$ cat src/rtl/time_set_ctrl_pkg.sv
// Shared types, limits and BCD helpers for the clock time-setting controller.
// Edit values are kept as two-digit BCD pairs so capture and increment stay per-field.
package time_set_ctrl_pkg;

  typedef enum logic [1:0] {
    RUN     = 2'd0,
    SET_HR  = 2'd1,
    SET_MIN = 2'd2
  } state_t;

  localparam logic [6:0] HR_MAX       = 7'd23;
  localparam logic [3:0] MIN_TENS_MAX = 4'd5;
  localparam logic [3:0] DIGIT_MAX    = 4'd9;

  localparam logic [5:0] MASK_HR  = 6'b110000;
  localparam logic [5:0] MASK_MIN = 6'b001100;

  typedef struct packed {
    logic [3:0] d1;
    logic [3:0] d0;
  } bcd2_t;

  // Any malformed hour pair collapses to 00 so editing always starts from legal BCD.
  function automatic bcd2_t hr_sanitize(input bcd2_t v);
    logic [6:0] h;
    h = 7'(v.d1) * 7'd10 + 7'(v.d0);
    if (v.d1 > DIGIT_MAX || v.d0 > DIGIT_MAX || h > HR_MAX)
      return '0;
    return v;
  endfunction

  function automatic bcd2_t min_sanitize(input bcd2_t v);
    if (v.d1 > MIN_TENS_MAX || v.d0 > DIGIT_MAX)
      return '0;
    return v;
  endfunction

  function automatic bcd2_t hr_inc(input bcd2_t v);
    bcd2_t r;
    r = v;
    if (v.d1 == 4'd2 && v.d0 == 4'd3) begin
      r = '0;
    end else if (v.d0 == DIGIT_MAX) begin
      r.d1 = v.d1 + 4'd1;
      r.d0 = 4'd0;
    end else begin
      r.d0 = v.d0 + 4'd1;
    end
    return r;
  endfunction

  function automatic bcd2_t min_inc(input bcd2_t v);
    bcd2_t r;
    r = v;
    if (v.d0 == DIGIT_MAX) begin
      r.d0 = 4'd0;
      r.d1 = (v.d1 == MIN_TENS_MAX) ? 4'd0 : v.d1 + 4'd1;
    end else begin
      r.d0 = v.d0 + 4'd1;
    end
    return r;
  endfunction

endpackage

$ cat src/rtl/time_set_ctrl_btn_debounce.sv
// Button conditioner: 2-flop synchroniser, tick-sampled debounce counter and
// a one-cycle press pulse on each accepted 0->1 level change.
module btn_debounce #(
  parameter int DB_CNT = 4
) (
  input  logic clk,
  input  logic rst,
  input  logic btn,
  input  logic tick,
  output logic press
);

  localparam int CW = $clog2(DB_CNT + 1);

  logic [1:0]    sync_reg;
  logic [CW-1:0] cnt_reg;
  logic          level_reg;
  logic          press_reg;

  always_ff @(posedge clk or posedge rst) begin
    if (rst) begin
      sync_reg  <= '0;
      cnt_reg   <= '0;
      level_reg <= 1'b0;
      press_reg <= 1'b0;
    end else begin
      sync_reg  <= {sync_reg[0], btn};
      press_reg <= 1'b0;
      if (tick) begin
        // A sample equal to the accepted level restarts the run of differing samples.
        if (sync_reg[1] == level_reg) begin
          cnt_reg <= '0;
        end else if (cnt_reg == CW'(DB_CNT - 1)) begin
          level_reg <= sync_reg[1];
          cnt_reg   <= '0;
          press_reg <= sync_reg[1];
        end else begin
          cnt_reg <= cnt_reg + 1'b1;
        end
      end
    end
  end

  assign press = press_reg;

endmodule

$ cat src/rtl/time_set_ctrl.sv
// MODE/INC driven run / set-hours / set-minutes controller for the six-digit clock:
// run enable, one-shot parallel load of the edited time and a blink mask for the edited field.
module time_set_ctrl
  import time_set_ctrl_pkg::*;
#(
  parameter int DB_EXP    = 15,
  parameter int DB_CNT    = 4,
  parameter int BLINK_EXP = 23
) (
  input  logic       clk,
  input  logic       rst,
  input  logic       btn_mode,
  input  logic       btn_inc,
  input  logic [3:0] cur_hr1,
  input  logic [3:0] cur_hr0,
  input  logic [3:0] cur_min1,
  input  logic [3:0] cur_min0,
  output logic       ena,
  output logic       load,
  output logic [3:0] ld_hr1,
  output logic [3:0] ld_hr0,
  output logic [3:0] ld_min1,
  output logic [3:0] ld_min0,
  output logic [5:0] blink_mask
);

  localparam int DW = (DB_EXP > BLINK_EXP) ? DB_EXP : BLINK_EXP;

  logic [DW-1:0] div_reg;
  logic          tick;
  logic          blink_phase;
  logic [1:0]    raw_btn;
  logic [1:0]    press;
  logic          mode_press;
  logic          inc_press;

  state_t     state_reg, state_next;
  bcd2_t      eh_reg, eh_next, em_reg, em_next;
  bcd2_t      ldh_reg, ldh_next, ldm_reg, ldm_next;
  logic       ena_reg, ena_next, load_reg, load_next;
  logic [5:0] mask_reg, mask_next;

  always_ff @(posedge clk or posedge rst) begin
    if (rst) div_reg <= '0;
    else     div_reg <= div_reg + 1'b1;
  end

  assign tick        = &div_reg[DB_EXP-1:0];
  assign blink_phase = div_reg[BLINK_EXP-1];
  assign raw_btn     = {btn_inc, btn_mode};

  for (genvar gi = 0; gi < 2; gi++) begin : g_btn
    btn_debounce #(.DB_CNT(DB_CNT)) u_db (
      .clk   (clk),
      .rst   (rst),
      .btn   (raw_btn[gi]),
      .tick  (tick),
      .press (press[gi])
    );
  end

  assign mode_press = press[0];
  assign inc_press  = press[1];

  always_ff @(posedge clk or posedge rst) begin
    if (rst) state_reg <= RUN;
    else     state_reg <= state_next;
  end

  always_comb begin
    state_next = state_reg;
    case (state_reg)
      RUN:     if (mode_press) state_next = SET_HR;
      SET_HR:  if (mode_press) state_next = SET_MIN;
      SET_MIN: if (mode_press) state_next = RUN;
      default: state_next = RUN;
    endcase
  end

  always_comb begin
    eh_next   = eh_reg;
    em_next   = em_reg;
    ldh_next  = ldh_reg;
    ldm_next  = ldm_reg;
    // The load cycle itself keeps ena low; run resumes one cycle later.
    ena_next  = (state_reg == RUN) && (state_next == RUN);
    load_next = 1'b0;
    mask_next = 6'b000000;
    if (state_reg == RUN && mode_press) begin
      eh_next = hr_sanitize({cur_hr1, cur_hr0});
      em_next = min_sanitize({cur_min1, cur_min0});
    end else if (state_reg == SET_MIN && mode_press) begin
      ldh_next  = eh_reg;
      ldm_next  = em_reg;
      load_next = 1'b1;
    end else if (inc_press && !mode_press) begin
      if (state_reg == SET_HR)  eh_next = hr_inc(eh_reg);
      if (state_reg == SET_MIN) em_next = min_inc(em_reg);
    end
    if (blink_phase) begin
      if (state_next == SET_HR)  mask_next = MASK_HR;
      if (state_next == SET_MIN) mask_next = MASK_MIN;
    end
  end

  always_ff @(posedge clk or posedge rst) begin
    if (rst) begin
      eh_reg   <= '0;
      em_reg   <= '0;
      ldh_reg  <= '0;
      ldm_reg  <= '0;
      ena_reg  <= 1'b1;
      load_reg <= 1'b0;
      mask_reg <= '0;
    end else begin
      eh_reg   <= eh_next;
      em_reg   <= em_next;
      ldh_reg  <= ldh_next;
      ldm_reg  <= ldm_next;
      ena_reg  <= ena_next;
      load_reg <= load_next;
      mask_reg <= mask_next;
    end
  end

  assign ena        = ena_reg;
  assign load       = load_reg;
  assign ld_hr1     = ldh_reg.d1;
  assign ld_hr0     = ldh_reg.d0;
  assign ld_min1    = ldm_reg.d1;
  assign ld_min0    = ldm_reg.d0;
  assign blink_mask = mask_reg;

endmodule

$ cat config.mk
export PLATFORM = sky130hd
export DESIGN_NAME = time_set_ctrl
export DESIGN_NICKNAME = d
export VERILOG_FILES = /design/src/rtl/time_set_ctrl_pkg.sv /design/src/rtl/time_set_ctrl_btn_debounce.sv /design/src/rtl/time_set_ctrl.sv
export SDC_FILE = /design/constraint.sdc
export NUM_CORES = 1
export LEC_CHECK = 0
export ABC_AREA = 1
export BUFFER_PORTS_ARGS = -buffer_cell sky130_fd_sc_hd__buf_2
export CAP_MARGIN = 0
export CORE_ASPECT_RATIO = 1.1
export CORE_MARGIN = 8
export CORE_UTILIZATION = 63
export DETAILED_ROUTE_END_ITERATION = 10
export GPL_TIMING_DRIVEN = 1
export MAX_ROUTING_LAYER = met4
export PLACE_DENSITY = 0.85
export SLEW_MARGIN = 20
export SYNTH_ARGS = -nofsm -noshare
export SYNTH_HDL_FRONTEND = slang
export SYNTH_HIERARCHICAL = 1
export SYNTH_SLANG_ARGS = --single-unit
$ cat constraint.sdc
create_clock -name clk -period 3.15 [get_ports clk]
set_clock_uncertainty 0.15 [all_clocks]
set_input_delay 0.1575 -clock clk [delete_from_list [all_inputs] [get_ports clk]]
set_output_delay 0.1575 -clock clk [all_outputs]
set_load 0.05 [all_outputs]
==> qor.json <==
{
  "status": {"value": "finished, final reports clean"},
  "drive_above_1_share": {"value": 0.176},
  "number_of_flip_flops_under_the_largest_register_name": {"value": 23},
  "setup.worst_path.start_class": {"value": "register"},
  "cp_max_fo": {"value": 13},
  "min_delay_worst_endpoint": {"value": "eh_reg[1]$_DFFE_PP0P_"},
  "hpwlAfterDp": {"value": 5.52, "unit": "mm"},
  "tritoncts": {"value": "yes"},
  "end_kind": {"value": "register"},
  "pre_cts_slack": {"value": 0.882, "unit": "ns"},
  "critical-path-max-stage-delay": {"value": 0.68, "unit": "ns"},
  "crit_required": {"value": 3.22, "unit": "ns"},
  "comb_power_share": {"value": 0.061},
  "max_slew_margin": {"value": 0.416},
  "max-clock-path-buffers": {"value": 2},
  "drv_cap": {"value": 0},
  "grt_max_degree": {"value": 45},
  "critical_path.cell_chain": {"value": "ha_1 -> nand2_1 -> nor2_4 -> nand2_1 -> nor3_2 -> nand2_1 -> xnor2_1"},
  "detail-route-antenna-nets": {"value": 0},
  "globalRouteTotalUtil": {"value": 0.184},
  "chip_width": {"value": 90.9, "unit": "µm"},
  "synth-seq-area-share": {"value": 0.483},
  "proportion_of_power_drawn_by_flip_flops_and_latches": {"value": 0.506},
  "antenna_found_initial": {"value": 0},
  "post_synth_instance_area": {"value": 3890, "unit": "µm²"},
  "hold_start": {"value": "cur_hr0[1]"},
  "synth_top_flop_cell": {"value": "dfrtp_1"},
  "number_of_synthesized_flops_with_an_enable_pin": {"value": 0},
  "final-max-slew-violation-count": {"value": 0},
  "rows": {"value": 30},
  "cts-root-buf": {"value": "clkbuf_8"},
  "grt_pass1_vias": {"value": 3075},
  "rsz0062_at_grt": {"value": "false"},
  "p_sw_frac": {"value": 0.218},
  "syn_to_final_growth": {"value": 15.0, "unit": "%"},
  "cell_internal_pwr": {"value": 1490, "unit": "µW"},
  "power.density_cell_area": {"value": 427, "unit": "nW/µm²"},
  "combinational_family_with_the_most_area_after_synthesis": {"value": "simple AND/OR/NAND/NOR gates"},
  "synth.avg_cell_area": {"value": 8.64, "unit": "µm²"},
  "synth_common_cells": {"value": "nand2_1 (88), dfrtp_1 (74), inv_1 (64)"},
  "area_contributors_post_synth": {"value": "dfrtp_1 (48%), nand2_1 (8.5%), inv_1 (6.2%)"},
  "drt_first_pass_iters": {"value": 4},
  "yosys.cell_types.count": {"value": 35},
  "worstRegToRegCells": {"value": 7},
  "synth_xor_xnor_area_share": {"value": 0.0586},
  "ff2ff_setup_slack": {"value": 0.87, "unit": "ns"},
  "worstPathArrival": {"value": 2.35, "unit": "ns"},
  "synth_compound_area_frac": {"value": 0.0734},
  "synthesized_flop_and_latch_total": {"value": 75},
  "setup_viol": {"value": 0},
  "synth_top_cell_area_share": {"value": 0.476},
  "htree_levels": {"value": 3},
  "synth_simple_gate_area_frac": {"value": 0.249},
  "placement.io_buffers": {"value": 41},
  "worst_slew_pin_slew": {"value": 0.872, "unit": "ns"},
  "timing.final.ws_setup": {"value": 0.873, "unit": "ns"},
  "post_synth_mux_area_share": {"value": 0},
  "final_period_utilization": {"value": 0.723},
  "number_of_standard_cells_after_synthesis": {"value": 450},
  "clkLatencyLatePin": {"value": 0.35, "unit": "ns"},
  "static-leakage-power": {"value": 0.00235, "unit": "µW"},
  "clock_power_share": {"value": 0.434},
  "initial_utilization": {"value": 0.639},
  "final_nets": {"value": 541},
  "numCtsBuffers": {"value": 9},
  "grt_first_pass_wirelength": {"value": 13.2, "unit": "mm"},
  "initialDrtViolationCount": {"value": 130},
  "worst_setup_hold_path_clk_slew": {"value": 0.07, "unit": "ns"},
  "max_freq": {"value": 0.439, "unit": "GHz"},
  "ys_async_sr_fraction": {"value": 1.00},
  "synthesis_warnings": {"value": 6},
  "synthMostInstantiatedCell": {"value": "nand2_1"},
  "detail_route.wirelength": {"value": 7.60, "unit": "mm"},
  "die_area": {"value": 8940, "unit": "µm²"},
  "drt_drc_violations_left": {"value": 0},
  "fp.dieH": {"value": 98.4, "unit": "µm"},
  "design.core.area": {"value": 6080, "unit": "µm²"},
  "timing.final.crit_period": {"value": 2.28, "unit": "ns"},
  "cts_setup_buffers": {"value": 0},
  "finish.cell_count_without_fillers": {"value": 591},
  "worst_path_max_delay_cell": {"value": "nor3_2"},
  "reg2reg_to": {"value": "div_reg[16]$_DFF_PP0_"},
  "critical_path.most_common_cell": {"value": "nand2_1"},
  "net-switching-power": {"value": 418, "unit": "µW"},
  "peakVddDrop": {"value": 0.000280, "unit": "V"},
  "io-pin-count": {"value": 44},
  "worstReg2RegStart": {"value": "div_reg[0]$_DFF_PP0_"},
  "synthAdderAreaFrac": {"value": 0.0521},
  "final.setup.tns": {"value": 0, "unit": "ns"},
  "place_inst": {"value": 565},
  "via_count_of_the_routed_design": {"value": 3019},
  "drt-vias-per-instance": {"value": 5.11},
  "insertedDiodeCount": {"value": 0},
  "synth_top_area_cell": {"value": "dfrtp_1"},
  "clkSinkCount": {"value": 75},
  "hold_violations": {"value": 0},
  "final_wtd_congestion": {"value": 0.848},
  "worst_hold_path.num_cells": {"value": 5},
  "final_routed_wire_length_divided_by_cell_count": {"value": 12.9, "unit": "µm"},
  "critPathKind": {"value": "reg2reg"},
  "hp-class": {"value": "in2reg"},
  "globalRouteOverflowTotal": {"value": 0}
}
==> what timing repair did <==
action | in CTS | in global routing
endpoints found under the hold margin | 40 | 0
resized for setup | 0 | 0
hold buffers | 10 | 0
==> layout by cell type, fill, tap and decap left out, drive strengths merged <==
| cell | count |
|---|---|
| ha | 13 |
| xnor2 | 10 |
| inv | 67 |
| bufinv | 2 |
| dfstp | 1 |
| nand3b | 2 |
| buf | 42 |
| a31oi | 2 |
| fa | 2 |
| nor2 | 60 |
| a21oi | 12 |
| nor3 | 5 |
| nand2 | 95 |
| clkinvlp | 1 |
| clkbuf | 12 |
| o22ai | 1 |
| dfrtp | 74 |
| o211ai | 2 |
| dlygate4sd3 | 10 |
| conb | 2 |
| o21ai | 30 |
| nand3 | 36 |
| clkinv | 2 |
| a22oi | 3 |
| xor2 | 16 |
| nand4 | 9 |
==> cell type report <==
| cell class | count | area [µm²] |
|---|---|---|
| tap | 80 | 100 |
| sequential | 75 | 1880 |
| multi-input combinational | 300 | 1690 |
| clock inverter | 4 | 72.6 |
| timing repair buffer | 52 | 313 |
| inverter | 68 | 260 |
| fill | 469 | 1610 |
| clock buffer | 12 | 155 |
==> kinds of logic (layout without fill, tap and decap cells) <==
logic type / Yosys count / in the layout
flip-flops: 75 / 75
adder cells (fa/ha/maj): 15 / 15
AO/OA/AOI/OAI: 50 / 50
other: 1 / 2
buffers and inverters: 76 / 136
AND/OR/NAND/NOR: 207 / 207
XOR/XNOR: 26 / 26
==> critical path, delay by kind of cell (launching register included) <==
family / cells / cell delay [ns]
XOR/XNOR: 1 / 0.18
adder cells (fa/ha/maj): 1 / 0.20
flip-flops: 1 / 0.39
AND/OR/NAND/NOR: 5 / 1.23
==> how the worst max path moves through the flow <==
stage | cells after the start | end | slack (ns) | startpoint
after floorplan | 9 | eh_reg[1]$_DFFE_PP0P_ | 1.21 | cur_hr1[1]
after global placement | 10 | eh_reg[7]$_DFFE_PP0P_ | 0.96 | cur_hr1[1]
after detailed placement | 10 | eh_reg[6]$_DFFE_PP0P_ | 0.88 | cur_hr1[1]
after CTS | 7 | div_reg[16]$_DFF_PP0_ | 0.88 | div_reg[0]$_DFF_PP0_
after global routing | 7 | div_reg[16]$_DFF_PP0_ | 0.75 | div_reg[0]$_DFF_PP0_
final | 7 | div_reg[16]$_DFF_PP0_ | 0.87 | div_reg[0]$_DFF_PP0_
==> power groups by stage <==
stage          clock network [µW]  logic [µW]  registers, µW
6_report                      829         116            966
5_1_grt                       883         133            966
4_1_cts                       848         117            966
3_5_place_dp                    0         107            985
3_3_place_gp                    0         102            985
2_1_floorplan                   0        74.4            985
==> routing by layer <==
layer,vias up,global-route usage,share of wire
met1,1413,0.193,0.41
met4,0,0.0971,0.028
met2,60,0.321,0.53
met3,16,0.0353,0.034
li1,1530,-,-
met5,-,-,0
==> per-stage QoR <==
step	hold slack [ns]	total power (µW)	util	instance area, µm²
CTS	0.0190	1930	0.735	4470
floorplan	-0.189	1060	-	3890
finish	0.0262	1910	0.735	4470
global placement	-0.0236	1090	0.681	4140
global route	0.0495	1980	0.735	4470
detailed placement	-0.0230	1090	0.681	4140
Note: power is estimated with default switching activity, not from simulation.
